File: src/rtl/buzzer_cmd_sequencer_if.sv
// Command-port bundle between the CPU-side writer and the buzzer command sequencer.
// The master drives pushes and flush; the slave (sequencer) drives status and the buzzer strobe.
interface buzzer_cmd_sequencer_if #(
  parameter int unsigned DEPTH = 16
) ();
  localparam int unsigned LW = $clog2(DEPTH) + 1;

  logic          wr_en;
  logic [23:0]   wr_data;
  logic          flush;
  logic          full;
  logic          empty;
  logic [LW-1:0] level;
  logic          overflow;
  logic          busy;
  logic          start;
  logic [23:0]   out;

  modport master (
    output wr_en, wr_data, flush,
    input  full, empty, level, overflow, busy, start, out
  );

  modport slave (
    input  wr_en, wr_data, flush,
    output full, empty, level, overflow, busy, start, out
  );
endinterface

File: src/rtl/buzzer_cmd_sequencer.sv
// Timed command queue feeding the buzzer's 24-bit command port. Commands are pushed into a
// circular FIFO and replayed as one-cycle start strobes; WAIT_OP words stall the stream for
// N * TICK_DIV cycles instead of being forwarded.
module buzzer_cmd_sequencer #(
  parameter int unsigned DEPTH    = 16,
  parameter int unsigned TICK_DIV = 50000,
  parameter logic [7:0]  WAIT_OP  = 8'hF0
) (
  input logic                  clk,
  input logic                  rst,
  buzzer_cmd_sequencer_if.slave bus
);
  localparam int unsigned AW = $clog2(DEPTH);
  localparam int unsigned CW = AW + 1;
  localparam int unsigned PW = (TICK_DIV > 1) ? $clog2(TICK_DIV) : 1;

  typedef enum logic [1:0] {StIdle, StIssue, StWait} state_e;

  logic [23:0]   r_mem [DEPTH];
  logic [AW-1:0] r_wptr;
  logic [AW-1:0] r_rptr;
  logic [CW-1:0] r_count;
  state_e        r_state;
  logic [23:0]   r_cmd;
  logic [15:0]   r_wait;
  logic [PW-1:0] r_presc;
  logic          r_start;
  logic [23:0]   r_out;
  logic          r_overflow;

  logic          w_pop;
  logic          w_push;
  logic [23:0]   w_head;
  logic          w_head_is_wait;

  // Pop/push decisions; flush blocks both, and a full FIFO still accepts when a pop frees a slot.
  always_comb begin
    w_head         = r_mem[r_rptr];
    w_head_is_wait = (w_head[23:16] == WAIT_OP);
    w_pop          = (r_state == StIdle) && (r_count != '0) && !bus.flush;
    w_push         = bus.wr_en && !bus.flush && ((r_count != CW'(DEPTH)) || w_pop);
  end

  // FIFO storage; no reset needed since reads are guarded by the count.
  always_ff @(posedge clk) begin
    if (w_push) begin
      r_mem[r_wptr] <= bus.wr_data;
    end
  end

  // Queue bookkeeping and the IDLE/ISSUE/WAIT sequencer. The strobe is registered on the pop so
  // it is presented during the ISSUE cycle.
  always_ff @(posedge clk or negedge rst) begin
    if (!rst) begin
      r_wptr     <= '0;
      r_rptr     <= '0;
      r_count    <= '0;
      r_state    <= StIdle;
      r_cmd      <= '0;
      r_wait     <= '0;
      r_presc    <= '0;
      r_start    <= 1'b0;
      r_out      <= '0;
      r_overflow <= 1'b0;
    end else if (bus.flush) begin
      r_wptr     <= '0;
      r_rptr     <= '0;
      r_count    <= '0;
      r_state    <= StIdle;
      r_cmd      <= '0;
      r_wait     <= '0;
      r_presc    <= '0;
      r_start    <= 1'b0;
      r_out      <= '0;
      r_overflow <= 1'b0;
    end else begin
      if (w_push) begin
        r_wptr <= r_wptr + AW'(1);
      end
      if (w_pop) begin
        r_rptr <= r_rptr + AW'(1);
      end
      r_count <= r_count + CW'(w_push) - CW'(w_pop);
      if (bus.wr_en && !w_push) begin
        r_overflow <= 1'b1;
      end

      r_start <= 1'b0;
      r_out   <= '0;
      case (r_state)
        StIdle: begin
          if (w_pop) begin
            r_cmd   <= w_head;
            r_state <= StIssue;
            if (!w_head_is_wait) begin
              r_start <= 1'b1;
              r_out   <= w_head;
            end
          end
        end
        StIssue: begin
          // A zero-length wait is a NOP and goes straight back to IDLE.
          if ((r_cmd[23:16] != WAIT_OP) || (r_cmd[15:0] == 16'd0)) begin
            r_state <= StIdle;
          end else begin
            r_wait  <= r_cmd[15:0];
            r_presc <= '0;
            r_state <= StWait;
          end
        end
        StWait: begin
          if (r_presc == PW'(TICK_DIV - 1)) begin
            r_presc <= '0;
            r_wait  <= r_wait - 16'd1;
            if (r_wait == 16'd1) begin
              r_state <= StIdle;
            end
          end else begin
            r_presc <= r_presc + PW'(1);
          end
        end
        default: r_state <= StIdle;
      endcase
    end
  end

  // Status flags come from the registered count; the strobe is suppressed in a flush cycle.
  always_comb begin
    bus.full     = (r_count == CW'(DEPTH));
    bus.empty    = (r_count == '0);
    bus.level    = r_count;
    bus.overflow = r_overflow;
    bus.busy     = (r_state == StWait);
    bus.start    = r_start && !bus.flush;
    bus.out      = bus.flush ? 24'd0 : r_out;
  end
endmodule
File: src/flat_wrapper.sv
// flat-port wrapper written by rule: the top's interface ports become plain ports
module buzzer_cmd_sequencer_flat 
#(
  parameter int unsigned DEPTH    = 16,
  parameter int unsigned TICK_DIV = 50000,
  parameter logic [7:0]  WAIT_OP  = 8'hF0
)
  (clk, rst, bus_wr_en, bus_wr_data, bus_flush, bus_full, bus_empty, bus_level, bus_overflow, bus_busy, bus_start, bus_out);
  buzzer_cmd_sequencer_if #(.DEPTH(DEPTH)) bus_i ();
  input logic clk;
  input logic rst;
  input wire logic [$bits(bus_i.wr_en)-1:0] bus_wr_en;
  input wire logic [$bits(bus_i.wr_data)-1:0] bus_wr_data;
  input wire logic [$bits(bus_i.flush)-1:0] bus_flush;
  output wire logic [$bits(bus_i.full)-1:0] bus_full;
  output wire logic [$bits(bus_i.empty)-1:0] bus_empty;
  output wire logic [$bits(bus_i.level)-1:0] bus_level;
  output wire logic [$bits(bus_i.overflow)-1:0] bus_overflow;
  output wire logic [$bits(bus_i.busy)-1:0] bus_busy;
  output wire logic [$bits(bus_i.start)-1:0] bus_start;
  output wire logic [$bits(bus_i.out)-1:0] bus_out;
  assign bus_i.wr_en = bus_wr_en;
  assign bus_i.wr_data = bus_wr_data;
  assign bus_i.flush = bus_flush;
  assign bus_full = bus_i.full;
  assign bus_empty = bus_i.empty;
  assign bus_level = bus_i.level;
  assign bus_overflow = bus_i.overflow;
  assign bus_busy = bus_i.busy;
  assign bus_start = bus_i.start;
  assign bus_out = bus_i.out;
  buzzer_cmd_sequencer #(.DEPTH(DEPTH), .TICK_DIV(TICK_DIV), .WAIT_OP(WAIT_OP)) u_core (.clk(clk), .rst(rst), .bus(bus_i));
endmodule
File: config.mk
export PLATFORM = sky130hd
export DESIGN_NAME = buzzer_cmd_sequencer_flat
export DESIGN_NICKNAME = d
export VERILOG_FILES = /design/src/rtl/buzzer_cmd_sequencer_if.sv /design/src/rtl/buzzer_cmd_sequencer.sv /design/src/flat_wrapper.sv
export SDC_FILE = /design/constraint.sdc
export NUM_CORES = 1
export LEC_CHECK = 0
export CELL_PAD_IN_SITES_DETAIL_PLACEMENT = 1
export CELL_PAD_IN_SITES_GLOBAL_PLACEMENT = 1
export CORE_UTILIZATION = 50
export CTS_CLUSTER_DIAMETER = 200
export DETAILED_ROUTE_END_ITERATION = 10
export GPL_TIMING_DRIVEN = 0
export PLACE_DENSITY_LB_ADDON = 0.25
export REMOVE_ABC_BUFFERS = 1
export SLEW_MARGIN = 20
export SYNTH_ARGS = -nofsm -noshare
export SYNTH_HDL_FRONTEND = slang
export SYNTH_SLANG_ARGS = --single-unit
File: constraint.sdc
create_clock -name clk -period 4.68 [get_ports clk]
set_clock_uncertainty 0.05 [all_clocks]
set_input_delay 1.404 -clock clk [delete_from_list [all_inputs] [get_ports clk]]
set_output_delay 1.404 -clock clk [all_outputs]
set_load 0.05 [all_outputs]
==> flow_metrics.env, run 1 <==
export IMPL_area_growth_pct=16.7
export IMPL_rows=71
export IMPL_die_x_um=199
export IMPL_swShare_pct=29.0
export IMPL_grt_remaining_overflow=0
export IMPL_crit_type="flop to primary output"
export IMPL_relSlewSlack_pct=27.7
export IMPL_finalMaxSlewViolations=0
export IMPL_pre_cts_ws_ns=-0.0693
export IMPL_avgSynthCellArea_um2=17.6
export IMPL_routed_wl_um=46400
export IMPL_critPathMaxFanout=20
export IMPL_finalCritPeriodShare_pct=95.6
export IMPL_cp_data_required_time_ns=3.23
export IMPL_drt_vias_per_instance=6.02
export IMPL_ys_types=61
export IMPL_core_area_mm2=0.0380
export IMPL_p_sw_mw=3.33
export IMPL_hold_viol=0
export IMPL_cts_tree="built"
export IMPL_setup_ws_ns=0.204
export IMPL_max_freq_ghz=0.223
export IMPL_synth_area_mm2=0.0195
export IMPL_avgRoutedWirePerCell_um=26.6
export IMPL_rsz0062_at_grt="no"
export IMPL_grt_pass1_vias=11000
export IMPL_synth_sequential_area_ratio_pct=71.7
export IMPL_io_buffers=61
export IMPL_cts_hold_buf=0
export IMPL_die_h_um=199
export IMPL_grt_max_degree=77
export IMPL_critPathLaunchType="flop"
export IMPL_fin_crit_ns=4.48
export IMPL_pwr_share_seq_pct=44.3
export IMPL_synth_ff_type="edfxtp_1"
export IMPL_mostFrequentLayoutCells="384 x edfxtp_1, 95 x mux4_2, 93 x dfrtp_1, 59 x clkdlybuf4s50_1, 49 x clkbuf_16"
export IMPL_max_stage_delay_ns=0.90
export IMPL_pin_count=62
export IMPL_grt_pass1_wl_um=69600
export IMPL_drtIter0Drc=772
export IMPL_async_flop_share_pct=20.2
export IMPL_power_frac_clock_pct=33.4
export IMPL_p_leak_nw=7.69
export IMPL_cts_root_buf="clkbuf_16"
export IMPL_clk_latency_ns=0.60
export IMPL_clk_path_buf_depth=3
export IMPL_path_cells="nand2b_1 -> inv_1 -> clkdlybuf4s50_1"
export IMPL_drive_gt1_share_pct=21.3
export IMPL_synth_cells=1106
export IMPL_cts_setup_buffers=0
export IMPL_status="complete, no violations"
export IMPL_cts_num_sinks=481
export IMPL_slowest_stage="clkdlybuf4s50_1"
export IMPL_rrSetupSlack_ns=0.40
export IMPL_crit_arrival_ns=3.02
export IMPL_hold_worst_slack_ns=0.435
export IMPL_vias=10500
export IMPL_ir_drop_v=0.000369
export IMPL_worst_pin_slew_ns=1.08
export IMPL_mostFrequentLayoutCell="edfxtp_1"
export IMPL_grtUsageTotal_pct=24.4
export IMPL_p_per_area_mw_per_mm2=506
export IMPL_yosys_warnings=0
export IMPL_numCtsBuffers=49
export IMPL_synth_edff_count=384
export IMPL_ant_nets=0
export IMPL_setup_viol=0
export IMPL_crit_path_end_kind="primary output"
export IMPL_drt_first_pass_iters=5
export IMPL_maxCapViolCount=0
export IMPL_place_congestion=0.800
export IMPL_p_int_mw=8.16
export IMPL_path_clk_slew_ns=0.06
export IMPL_final_nets=1232
export IMPL_hp_class="flop to flop"
export IMPL_fin_util_pct=59.8
export IMPL_initial_core_util_pct=51.2
export IMPL_h_tree_depth=2
export IMPL_tns_ns=0
export IMPL_share_comb_of_total_power_pct=22.3
export IMPL_antenna_found_initial=4
export IMPL_synth_seq_cells=481
export IMPL_dp_hpwl_um=29500
export IMPL_die_area_mm2=0.0397
export IMPL_drc=0
metrics by stage:
stage | std cells | instance area (µm²) | power [mW]
after global routing | 1740 | 22700 | 11.9
after global placement | 1611 | 20400 | 7.75
after floorplan | 1039 | 19100 | 6.93
final | 1740 | 22700 | 11.5
after detailed placement | 1649 | 21100 | 7.73
after CTS | 1739 | 22700 | 11.6
metal layers:
metal / global-route usage, % / share of wire (%) / vias to the layer above
met2: 41.0 / 51 / 287
li1: - / - / 4539
met3: 4.79 / 5.0 / 69
met4: 6.73 / 2.1 / 2
met1: 32.5 / 42 / 5577
met5: 0 / 0.037 / -
power groups by stage:
stage	clock network, mW	registers [mW]	logic (mW)
after floorplan	0	5.29	1.65
after global placement	0	5.40	2.34
after detailed placement	0	5.18	2.55
after CTS	3.92	5.09	2.59
after global routing	4.04	5.12	2.76
final	3.84	5.10	2.56
cell families after synthesis:
family	Yosys count	synth area share, %
AO/OA/AOI/OAI	172	5.83
XOR/XNOR	12	0.540
adder cells (fa/ha/maj)	15	1.00
buffers and inverters	90	2.14
flip-flops	481	71.7
multiplexers	112	11.9
AND/OR/NAND/NOR	224	6.87
registers in the layout, indices dropped and copies added (netlist names):
signal,cells
u_core.r_cmd,24
u_core.r_mem,384
u_core.r_wptr,4
u_core.r_rptr,4
u_core.bus.level,5
u_core.bus.overflow,1
u_core.r_presc,16
u_core.r_start,1
u_core.r_state,2
u_core.r_out,24
u_core.r_wait,16
critical path: cells and delay by family (launching register included):
kind / cells / cell delay (ns)
DFF: 1 / 0.41
buffers and inverters: 2 / 1.47
and+or+nand+nor: 1 / 0.55
Yosys cell counts, drive strengths merged, types with 2 or more instances:
cell type	number	area [µm²]
a21o	7	52.6
nor2b	45	282
o21ai	42	210
or2	2	12.5
o41a	2	22.5
nand2b	3	18.8
nor3	12	65.1
a41oi	2	17.5
nand3	8	40.0
nor2	51	206
mux4	96	2170
dfrtp	97	2430
nor4b	2	17.5
mux2i	16	160
a32oi	2	17.5
o22ai	4	25.0
or3	4	25.0
and3	8	50.1
nand4	8	56.3
nand2	32	120
and2	12	75.1
o31a	2	17.5
ha	14	175
edfxtp	384	11500
nand4b	2	17.5
nor3b	18	215
nand3b	2	15.0
o21bai	2	15.0
buf	25	173
a22o	25	219
clkbuf	42	158
a31oi	2	12.5
xor2	6	52.6
xnor2	6	52.6
a211oi	19	143
o31ai	5	37.5
a21oi	39	195
o21a	2	15.0
nor4	12	90.1
inv	23	86.3
a22oi	14	105
layout make-up:
cell class / instances / area, µm²
multi-input cells: 535 / 5190
flip-flops and latches: 481 / 14000
well taps: 511 / 639
clock inverters: 31 / 283
fillers: 3402 / 15300
clock buffers: 59 / 1290
inverters: 23 / 86.3
diodes: 1 / 2.50
repair buffers: 99 / 1260
repair_timing:
| action | in CTS | in global routing |
|---|---|---|
| gates resized for setup | 1 | 1 |
| pin swaps | 0 | 0 |
| endpoints found under the setup margin | 1 | 1 |
final timing paths:
kind                                              endpoint  cells past startpoint                     startpoint
max                                               bus_busy                      3  u_core.r_state[0]$_DFFE_PN0P_
min                           u_core.r_cmd[16]$_DFFE_PN0P_                      1   u_core.r_cmd[16]$_DFFE_PN0P_
max reg2reg                  u_core.bus.level[4]$_DFF_PN0_                     16  u_core.bus.level[2]$_DFF_PN0_
min reg2reg                   u_core.r_cmd[16]$_DFFE_PN0P_                      1   u_core.r_cmd[16]$_DFFE_PN0P_
max in group asynchronous         u_core.r_start$_DFF_PN0_                      2                            rst
min in group asynchronous  u_core.bus.overflow$_DFFE_PN0P_                      1                            rst
Power figures use the tool's default switching activity.
==> run 2, diff against run 1 <==
--- a/config.mk
+++ b/config.mk
@@ -5,6 +5,7 @@
 export SDC_FILE = /design/constraint.sdc
 export NUM_CORES = 1
 export LEC_CHECK = 0
+export ABC_AREA = 0
 export CELL_PAD_IN_SITES_DETAIL_PLACEMENT = 1
 export CELL_PAD_IN_SITES_GLOBAL_PLACEMENT = 1
 export CORE_UTILIZATION = 50
==> constraint.sdc (replaced) <==
create_clock -name clk -period 4.68 [get_ports clk]
set_clock_uncertainty 0.05 [all_clocks]
set_input_delay 1.404 -clock clk [delete_from_list [all_inputs] [get_ports clk]]
set_output_delay 1.404 -clock clk [all_outputs]
set_load 0.02 [all_outputs]
==> results of run 2 <==
Same layout as run 1 (identical final DEF). Status: complete, no violations.
Among the figures that moved: setup slack after layout 0.204 ns -> 0.397 ns; start point of the critical path u_core.r_state[0]$_DFFE_PN0P_ -> u_core.bus.level[2]$_DFF_PN0_; end point of the critical path bus_busy -> u_core.bus.level[4]$_DFF_PN0_; total power 11.5 mW -> 11.3 mW
